<file path="config.mk">
export PLATFORM = sky130hd
export DESIGN_NAME = regfile_wb_arb
export DESIGN_NICKNAME = d
export VERILOG_FILES = /design/src/rtl/regfile_pkg.sv /design/src/rtl/rr_arbiter.sv /design/src/rtl/regfile_wb_arb.sv
export SDC_FILE = /design/constraint.sdc
export NUM_CORES = 1
export LEC_CHECK = 0
export CELL_PAD_IN_SITES_DETAIL_PLACEMENT = 2
export CELL_PAD_IN_SITES_GLOBAL_PLACEMENT = 2
export CORE_MARGIN = 5
export CORE_UTILIZATION = 22
export DETAILED_ROUTE_END_ITERATION = 8
export PLACE_DENSITY_LB_ADDON = 0.3
export SYNTH_ARGS = -nofsm -noshare
export SYNTH_HDL_FRONTEND = slang
export SYNTH_SLANG_ARGS = --single-unit
</file>
<file path="constraint.sdc">
create_clock -name clk -period 3.3 [get_ports clk]
set_clock_uncertainty 0.05 [all_clocks]
set_input_delay 0.495 -clock clk [delete_from_list [all_inputs] [get_ports clk]]
set_output_delay 0.495 -clock clk [all_outputs]
set_load 0.1 [all_outputs]
</file>
<file path="src/rtl/regfile_pkg.sv">
// regfile_pkg: shared register-file sizing and types.
//   RF_N  - number of architectural registers
//   RF_W  - register data width
//   RF_AW - register address width
// Imported by regfile_wb_arb and regfile_ff.
package regfile_pkg;

    localparam int RF_N  = 32;
    localparam int RF_W  = 32;
    localparam int RF_AW = $clog2(RF_N);

    typedef logic [RF_AW-1:0] rf_addr_t;
    typedef logic [RF_W-1:0]  rf_data_t;

endpackage

</file>
<file path="src/rtl/rr_arbiter.sv">
// rr_arbiter: one-hot grant selection for the write-back port.
//   req     in  NREQ  request vector
//   ptr     in  PW    index of the highest-priority requester (round-robin only)
//   accept  in  1     the current grant is being taken this cycle
//   grant   out NREQ  one-hot grant, zero when no request
//   ptr_nxt out PW    pointer for the next cycle
// Macro REGFILE_WB_RR_EN selects round-robin; otherwise fixed priority with
// index 0 highest, and ptr/accept are ignored.
module rr_arbiter #(
    parameter int NREQ = 3,
    parameter int PW   = $clog2(NREQ)
) (
    input  logic [NREQ-1:0] req,
    input  logic [PW-1:0]   ptr,
    input  logic            accept,
    output logic [NREQ-1:0] grant,
    output logic [PW-1:0]   ptr_nxt
);

`ifdef REGFILE_WB_RR_EN
    logic [PW:0]   sum;
    logic [PW-1:0] idx;
    logic          found;

    // Scan requesters starting at ptr, wrapping modulo NREQ; first hit wins.
    always_comb begin
        grant   = '0;
        ptr_nxt = ptr;
        sum     = '0;
        idx     = '0;
        found   = 1'b0;
        for (int k = 0; k < NREQ; k++) begin
            sum = {1'b0, ptr} + (PW+1)'(k);
            if (sum >= (PW+1)'(NREQ)) begin
                sum = sum - (PW+1)'(NREQ);
            end
            idx = sum[PW-1:0];
            if (!found && req[idx]) begin
                found      = 1'b1;
                grant[idx] = 1'b1;
                if (accept) begin
                    ptr_nxt = (idx == PW'(NREQ - 1)) ? '0 : idx + PW'(1);
                end
            end
        end
    end
`else
    logic found;
    logic unused_rr_in;

    assign unused_rr_in = ^{ptr, accept};
    assign ptr_nxt      = '0;

    always_comb begin
        grant = '0;
        found = 1'b0;
        for (int k = 0; k < NREQ; k++) begin
            if (!found && req[k]) begin
                found    = 1'b1;
                grant[k] = 1'b1;
            end
        end
    end
`endif

endmodule

</file>
<file path="src/rtl/regfile_wb_arb.sv">
// regfile_wb_arb: write-back arbiter and busy scoreboard for the register
// file's single write port.
//   clk, rst            clock, synchronous active-high reset
//   req_valid/ready     per-requester handshake (ready is one-hot or zero)
//   req_addr/req_data   flattened per-requester destination and data
//   res_valid/res_addr  decode reserves a destination register
//   rf_wen/waddr/wdata  registered register-file write
//   busy                per-register outstanding-producer scoreboard
//   err_dbl             sticky double-reservation flag
// Macro REGFILE_WB_RR_EN: round-robin arbitration (else fixed priority).
module regfile_wb_arb
    import regfile_pkg::*;
#(
    parameter int N    = RF_N,
    parameter int W    = RF_W,
    parameter int NREQ = 3
) (
    input  logic                        clk,
    input  logic                        rst,
    input  logic [NREQ-1:0]             req_valid,
    output logic [NREQ-1:0]             req_ready,
    input  logic [NREQ*$clog2(N)-1:0]   req_addr,
    input  logic [NREQ*W-1:0]           req_data,
    input  logic                        res_valid,
    input  logic [$clog2(N)-1:0]        res_addr,
    output logic                        rf_wen,
    output logic [$clog2(N)-1:0]        rf_waddr,
    output logic [W-1:0]                rf_wdata,
    output logic [N-1:0]                busy,
    output logic                        err_dbl
);

    localparam int AW = $clog2(N);
    localparam int PW = $clog2(NREQ);

    logic [NREQ-1:0] arb_grant;
    logic [PW-1:0]   ptr_q;
    logic [PW-1:0]   ptr_nxt;
    logic            vld_p0;
    logic [AW-1:0]   addr_p0;
    logic [W-1:0]    data_p0;
    logic            res_hit;
    logic            clr_same;
    logic [N-1:0]    busy_nxt;

    rr_arbiter #(.NREQ(NREQ), .PW(PW)) u_arb (
        .req     (req_valid),
        .ptr     (ptr_q),
        .accept  (vld_p0),
        .grant   (arb_grant),
        .ptr_nxt (ptr_nxt)
    );

    // Stage p0: grant and select the accepted request.
    assign req_ready = rst ? '0 : arb_grant;
    assign vld_p0    = |req_ready;

    always_comb begin
        addr_p0 = '0;
        data_p0 = '0;
        for (int i = 0; i < NREQ; i++) begin
            if (req_ready[i]) begin
                addr_p0 = req_addr[i*AW +: AW];
                data_p0 = req_data[i*W +: W];
            end
        end
    end

    // Reserve is applied after clear so a same-cycle reserve keeps the bit set.
    assign res_hit  = res_valid && (res_addr != '0);
    assign clr_same = vld_p0 && (addr_p0 == res_addr);

    always_comb begin
        busy_nxt = busy;
        if (vld_p0) begin
            busy_nxt[addr_p0] = 1'b0;
        end
        if (res_hit) begin
            busy_nxt[res_addr] = 1'b1;
        end
        busy_nxt[0] = 1'b0;
    end

`ifdef REGFILE_WB_RR_EN
    always_ff @(posedge clk) begin
        if (rst) begin
            ptr_q <= '0;
        end else begin
            ptr_q <= ptr_nxt;
        end
    end
`else
    logic unused_ptr;
    assign ptr_q      = '0;
    assign unused_ptr = ^ptr_nxt;
`endif

    // Stage p1: registered write port, scoreboard and error flag.
    always_ff @(posedge clk) begin
        if (rst) begin
            rf_wen   <= 1'b0;
            rf_waddr <= '0;
            rf_wdata <= '0;
            busy     <= '0;
            err_dbl  <= 1'b0;
        end else begin
            rf_wen <= vld_p0 && (addr_p0 != '0);
            if (vld_p0) begin
                rf_waddr <= addr_p0;
                rf_wdata <= data_p0;
            end
            busy <= busy_nxt;
            if (res_hit && busy[res_addr] && !clr_same) begin
                err_dbl <= 1'b1;
            end
        end
    end

endmodule

</file>
After elaboration in Yosys (flattened, before gate mapping) --
Index checks and enable logic that the tools add are counted.
Storage, ports and cells: flip-flop bits (word level) 71, bits of input ports 122, output and inout bits 74, word-level logic and storage cells 48
Cells by class: $lt $le $gt $ge 4, eq/ne operators 1, muxes and demuxes 19, bitwise gates (word level) 3, reductions and logical operators 15
Operators with widths (number):
- 32-bit 2-to-1 mux | 5
- 32-bit AND | 1
- 32-bit NOT | 1
- 32-bit bitwise OR | 1
- 5-bit 2-to-1 mux | 3
- 5-bit by 6-bit < comparator with 1-bit output (second input constant) | 2
- 1-bit demux with 5-bit select | 2
- 5-bit by 1-bit greater-or-equal comparator with 1-bit output (second input constant) | 2
- 5-bit nonzero test | 2
- 1-bit logical AND | 9
- 1-bit 2-to-1 mux | 7
- 1-bit binary-select mux with 5-bit select | 1
- 5-bit equality test | 1
- 1-bit logical NOT | 3
- 3-bit 2-to-1 mux | 1
- 3-bit OR reduction | 1

Logic depth before layout (Yosys ltp) --
depth after elaboration 20, depth in mapped cells 8, gate-level depth less buffers 6

By module --
From an unflattened synthesis, not the netlist that was laid out.
Unflattened totals: cells, all modules 449, area total of the unflattened synthesis 3763.6 um^2
Modules (own cells, without submodules):
- regfile_wb_arb | instances 1, cells each 443, area each 3718.6 um^2, seq. area each 1401.3 um^2
- rr_arbiter | instances 1, cells each 6, area each 45.0 um^2, seq. area each 0.0 um^2

Least setup slack after synthesis --
Ideal clock, no wire load.
path kind input to output, start point input port rst, end point output port req_ready[2], data arrival time 2158 ps, required time 2755 ps, slack 597 ps, cell stages on the path 3, buffers on the path 2, cells stage by stage buf_2 -> nor4b_2 -> clkbuf_1
Between the ends: word-level cells in the longest chain between the ends 1
RTL lines:
- from (decl) | RTL line regfile_wb_arb.sv:19 | input logic rst,
- 3-bit 2-to-1 mux | RTL line regfile_wb_arb.sv:55 | assign req_ready = rst ? '0 : arb_grant;
- to (decl) | RTL line regfile_wb_arb.sv:21 | output logic [NREQ-1:0] req_ready,
Every way passes these cells.

Final worst setup path --
start point input port req_valid[2], end point register err_dbl
Between the ends: word-level cells in the longest chain between the ends 8, elaborated cells between the ends (all ways) 9, those cells by class eq/ne (1); mux (3); reduce/logical (5)
RTL lines:
- from (decl) | RTL line regfile_wb_arb.sv:20 | input logic [NREQ-1:0] req_valid,
- 1-bit logical AND * | RTL line rr_arbiter.sv:58 | if (!found && req[k]) begin
- 1-bit 2-to-1 mux * | RTL line rr_arbiter.sv:58
- 3-bit 2-to-1 mux * | RTL line regfile_wb_arb.sv:55
- 5-bit 2-to-1 mux | RTL line regfile_wb_arb.sv:62 | if (req_ready[i]) begin
- 5-bit equality test | RTL line regfile_wb_arb.sv:71 | assign clr_same = vld_p0 && (addr_p0 == res_addr);
- 1-bit logical AND * | RTL line regfile_wb_arb.sv:71
- 1-bit logical NOT * | RTL line regfile_wb_arb.sv:113 | if (res_hit && busy[res_addr] && !clr_same) begin
- 1-bit logical AND * | RTL line regfile_wb_arb.sv:113
- to (signal assigned) | RTL line regfile_wb_arb.sv:105 | err_dbl <= 1'b0;
- to (signal assigned) | RTL line regfile_wb_arb.sv:114 | err_dbl <= 1'b1;
- to (decl) | RTL line regfile_wb_arb.sv:30 | output logic err_dbl
Mark *: on every way between the ends. The rest lies on a longest branch, timed or not. A chain may end at the register's enable or synchronous reset.

==> metrics <==
R2R depth=5; layout net count=734; total routed wire length on the met1 layer=7.66 mm; final count of pins violating max slew=0; chip width=137 um; number of filler instances in the final layout=1772; ranking of synthesized cells by area=sky130_fd_sc_hd__dfxtp_1 (39%), sky130_fd_sc_hd__a222oi_1 (9.0%), sky130_fd_sc_hd__nand2_1 (7.5%), sky130_fd_sc_hd__a21oi_1 (6.0%), sky130_fd_sc_hd__a22oi_1 (5.3%); most frequent cells after synthesis=sky130_fd_sc_hd__nand2_1 (71), sky130_fd_sc_hd__dfxtp_1 (70), sky130_fd_sc_hd__a21oi_1 (43); met3 WL post-DR=1.02 mm; cell area reported after detailed placement=0.00576 sq mm; area of combinational cells with multiple inputs=0.00199 sq mm; Mean Syn Cell Area=8.58 sq um; routed length per placed instance=23.3 um; EDFF count, synth=0; max cap viols=0; final weighted congestion in routability-driven placement=0.760; wire length of the first global-routing pass=28.6 mm; largest area contributor in the synthesized netlist=sky130_fd_sc_hd__dfxtp_1; critical-path maximum fanout=7; vias in the first global route=4852; total negative setup slack=0 ps; clock tree from TritonCTS=built; number of cells on the worst hold path=2; internal reg-to-reg setup slack=1700 ps; worst IR drop on VDD=0.243 mV; Min-Delay Path Class=reg2reg; netlist area before placement=0.00356 sq mm; critical path class=in2reg; utilization after layout=0.383; count of state elements after synthesis=70; delay of the slowest cell on the worst path=620 ps; FF+latch area=0.00140 sq mm; total met2 wirelength after detailed routing=10.2 mm; CP delay by family, top=simple AND/OR/NAND/NOR gates; critical path launch point type=primary input; ordered cell list for the critical path=clkdlybuf4s50_1 > buf_4 > nor4b_1 > or2_0 > o22ai_1 > a211o_1 > nor4_1 > nor4_1; worst endpoint required time=3470 ps; arrival time at the worst endpoint=2820 ps; fraction of layout cells with a size suffix above 1=0.201; flip-flop cell with the highest count after synthesis=sky130_fd_sc_hd__dfxtp_1; maximum number of pins on one net before global-route repair=34; post-route ant nets=0; P per Cell Area=461 mW/mm^2; leakage power figure=2.30 nW; share of flip-flops with an asynchronous set or reset=0; overall via count from detail_route=4312; number of buffers added to fix hold violations after cts=0; library cell contributing the largest single delay on the critical path=sky130_fd_sc_hd__clkdlybuf4s50_1; Buffers on Ports=194; detailed placer's ending HPWL=14.6 mm; result of the run=complete, no violations; pin slew with the least headroom to its limit=1030 ps; end point of the worst hold path=rf_waddr[2]; Cell variety after synth=54; floorplan core area=0.0159 sq mm; number of antenna violations at the first check in global routing=0; synthesized instance count=415; Reg2Reg Capture Point=err_dbl; total CTS buffers=9; Final Critical Period=2650 ps; launch instance of the worst register-to-register path=busy[7]; DRC violation total after the first TritonRoute iteration=308; Crit path buffers/inverters=2; final setup violating endpoints=0; Relative slew margins=0.313; number of top-level design ports=196; clock tree root buffer cell=sky130_fd_sc_hd__clkbuf_16; Hold Violations, Final=0; clock latency on the worst-skew pair=350 ps; total track usage=0.200; Initial Utilization=0.224; antenna diode count=0; drt total wl=19.4 mm; DR top layer=met4; total gr overflow=0; startpoint of the worst hold path=rf_waddr[2]; routed vias/inst=5.18; Die Area=0.0188 sq mm; number of warnings printed during yosys synthesis=0; setup bufs post-CTS=0; Levels on crit path=8; Yosys top cell area share=0.394; most repeated cell in the gate-level netlist after synthesis=sky130_fd_sc_hd__nand2_1; fin area=0.00609 sq mm; count of standard-cell rows=46; RSZ-0062 raised after global routing=false; share of the yosys chip area belonging to registers=0.394; DRC violations left=0; Resize count post-CTS=0; Worst path most repeated cell=sky130_fd_sc_hd__nor4_1; CTS clk-pin slew, worst paths=60 ps; chip height=137 um; maximum clock frequency=0.377 GHz; Crit. End Element=flop; Total Power Consumption=2.81 mW; Clock Sinks=70; worst-case clock buffer depth=2; Net Count, Synth=537; fraction of the cycle the final worst path needs=0.803; area added between synthesis and finish=71.1%; H-tree depth reported by CTS=3; Pre-antenna DRT Iters=7
[per-layer routing]
layer / up-vias / global-route usage
li1: 1963 / -
met1: 2181 / 0.238
met2: 134 / 0.346
met3: 34 / 0.0522
met4: 0 / 0.0721
met5: - / 0
[how the worst max path moves through the flow]
| stage | end | startpoint |
|---|---|---|
| floorplan | req_ready[2] | rst |
| global placement | err_dbl | req_valid[2] |
| detailed placement | err_dbl | req_valid[2] |
| CTS | err_dbl | req_valid[2] |
| global route | err_dbl | req_valid[2] |
| finish | err_dbl | req_valid[2] |
[power breakdown]
group          internal, mW  switching, mW  total [mW]
clock network         0.703          0.404        1.11
registers             0.883         0.0244       0.908
logic                 0.280          0.515       0.795
[worst register-to-register path: cells and delay by family (launching register included)]
family | cells | cell delay [ps]
AOI/OAI and AO/OA | 2 | 310
muxes | 1 | 480
and+or+nand+nor | 2 | 300
DFF | 1 | 340
[layout make-up]
type | instances | area share
Clock buffer | 11 | 0.0415
Inverter | 9 | 0.00555
Timing Repair Buffer | 222 | 0.338
Clock inverter | 5 | 0.0134
Sequential cell | 70 | 0.230
Tap cell | 216 | 0.0444
Multi-Input combinational cell | 300 | 0.327
[logic make-up after synthesis]
family          Yosys count  share of synthesized area
mux                      16                     0.0580
compound gates          135                      0.293
xor+xnor                  2                    0.00492
buf+inv                  45                     0.0541
other cells               1                    0.00105
simple gates            146                      0.195
flops                    70                      0.394
[state kept, by name, indices dropped and copies added, names as in the netlist]
signal / count
rf_waddr: 5
err_dbl: 1
busy: 31
rf_wen: 1
rf_wdata: 32
[placed cells by master, fill, tap and decap left out, types with 7 or more instances in the layout]
master | Yosys | routed
sky130_fd_sc_hd__a22o_1 | 7 | 7
sky130_fd_sc_hd__buf_4 | 1 | 75
sky130_fd_sc_hd__mux2_2 | 7 | 7
sky130_fd_sc_hd__inv_1 | 9 | 9
sky130_fd_sc_hd__clkbuf_16 | 0 | 9
sky130_fd_sc_hd__clkdlybuf4s50_1 | 0 | 143
sky130_fd_sc_hd__dfxtp_1 | 70 | 70
sky130_fd_sc_hd__nand2_1 | 71 | 71
sky130_fd_sc_hd__nor2_1 | 36 | 35
sky130_fd_sc_hd__a21oi_1 | 43 | 43
sky130_fd_sc_hd__a22oi_1 | 25 | 25
sky130_fd_sc_hd__a222oi_1 | 32 | 32
[stage by stage]
stage	hold WS, ps	setup slack [ps]	cells
6_report	407	649	833
5_1_grt	436	503	833
4_1_cts	409	639	833
3_5_place_dp	392	280	817
3_3_place_gp	385	341	817
2_1_floorplan	565	597	415
(Power assumes the default switching activity.)
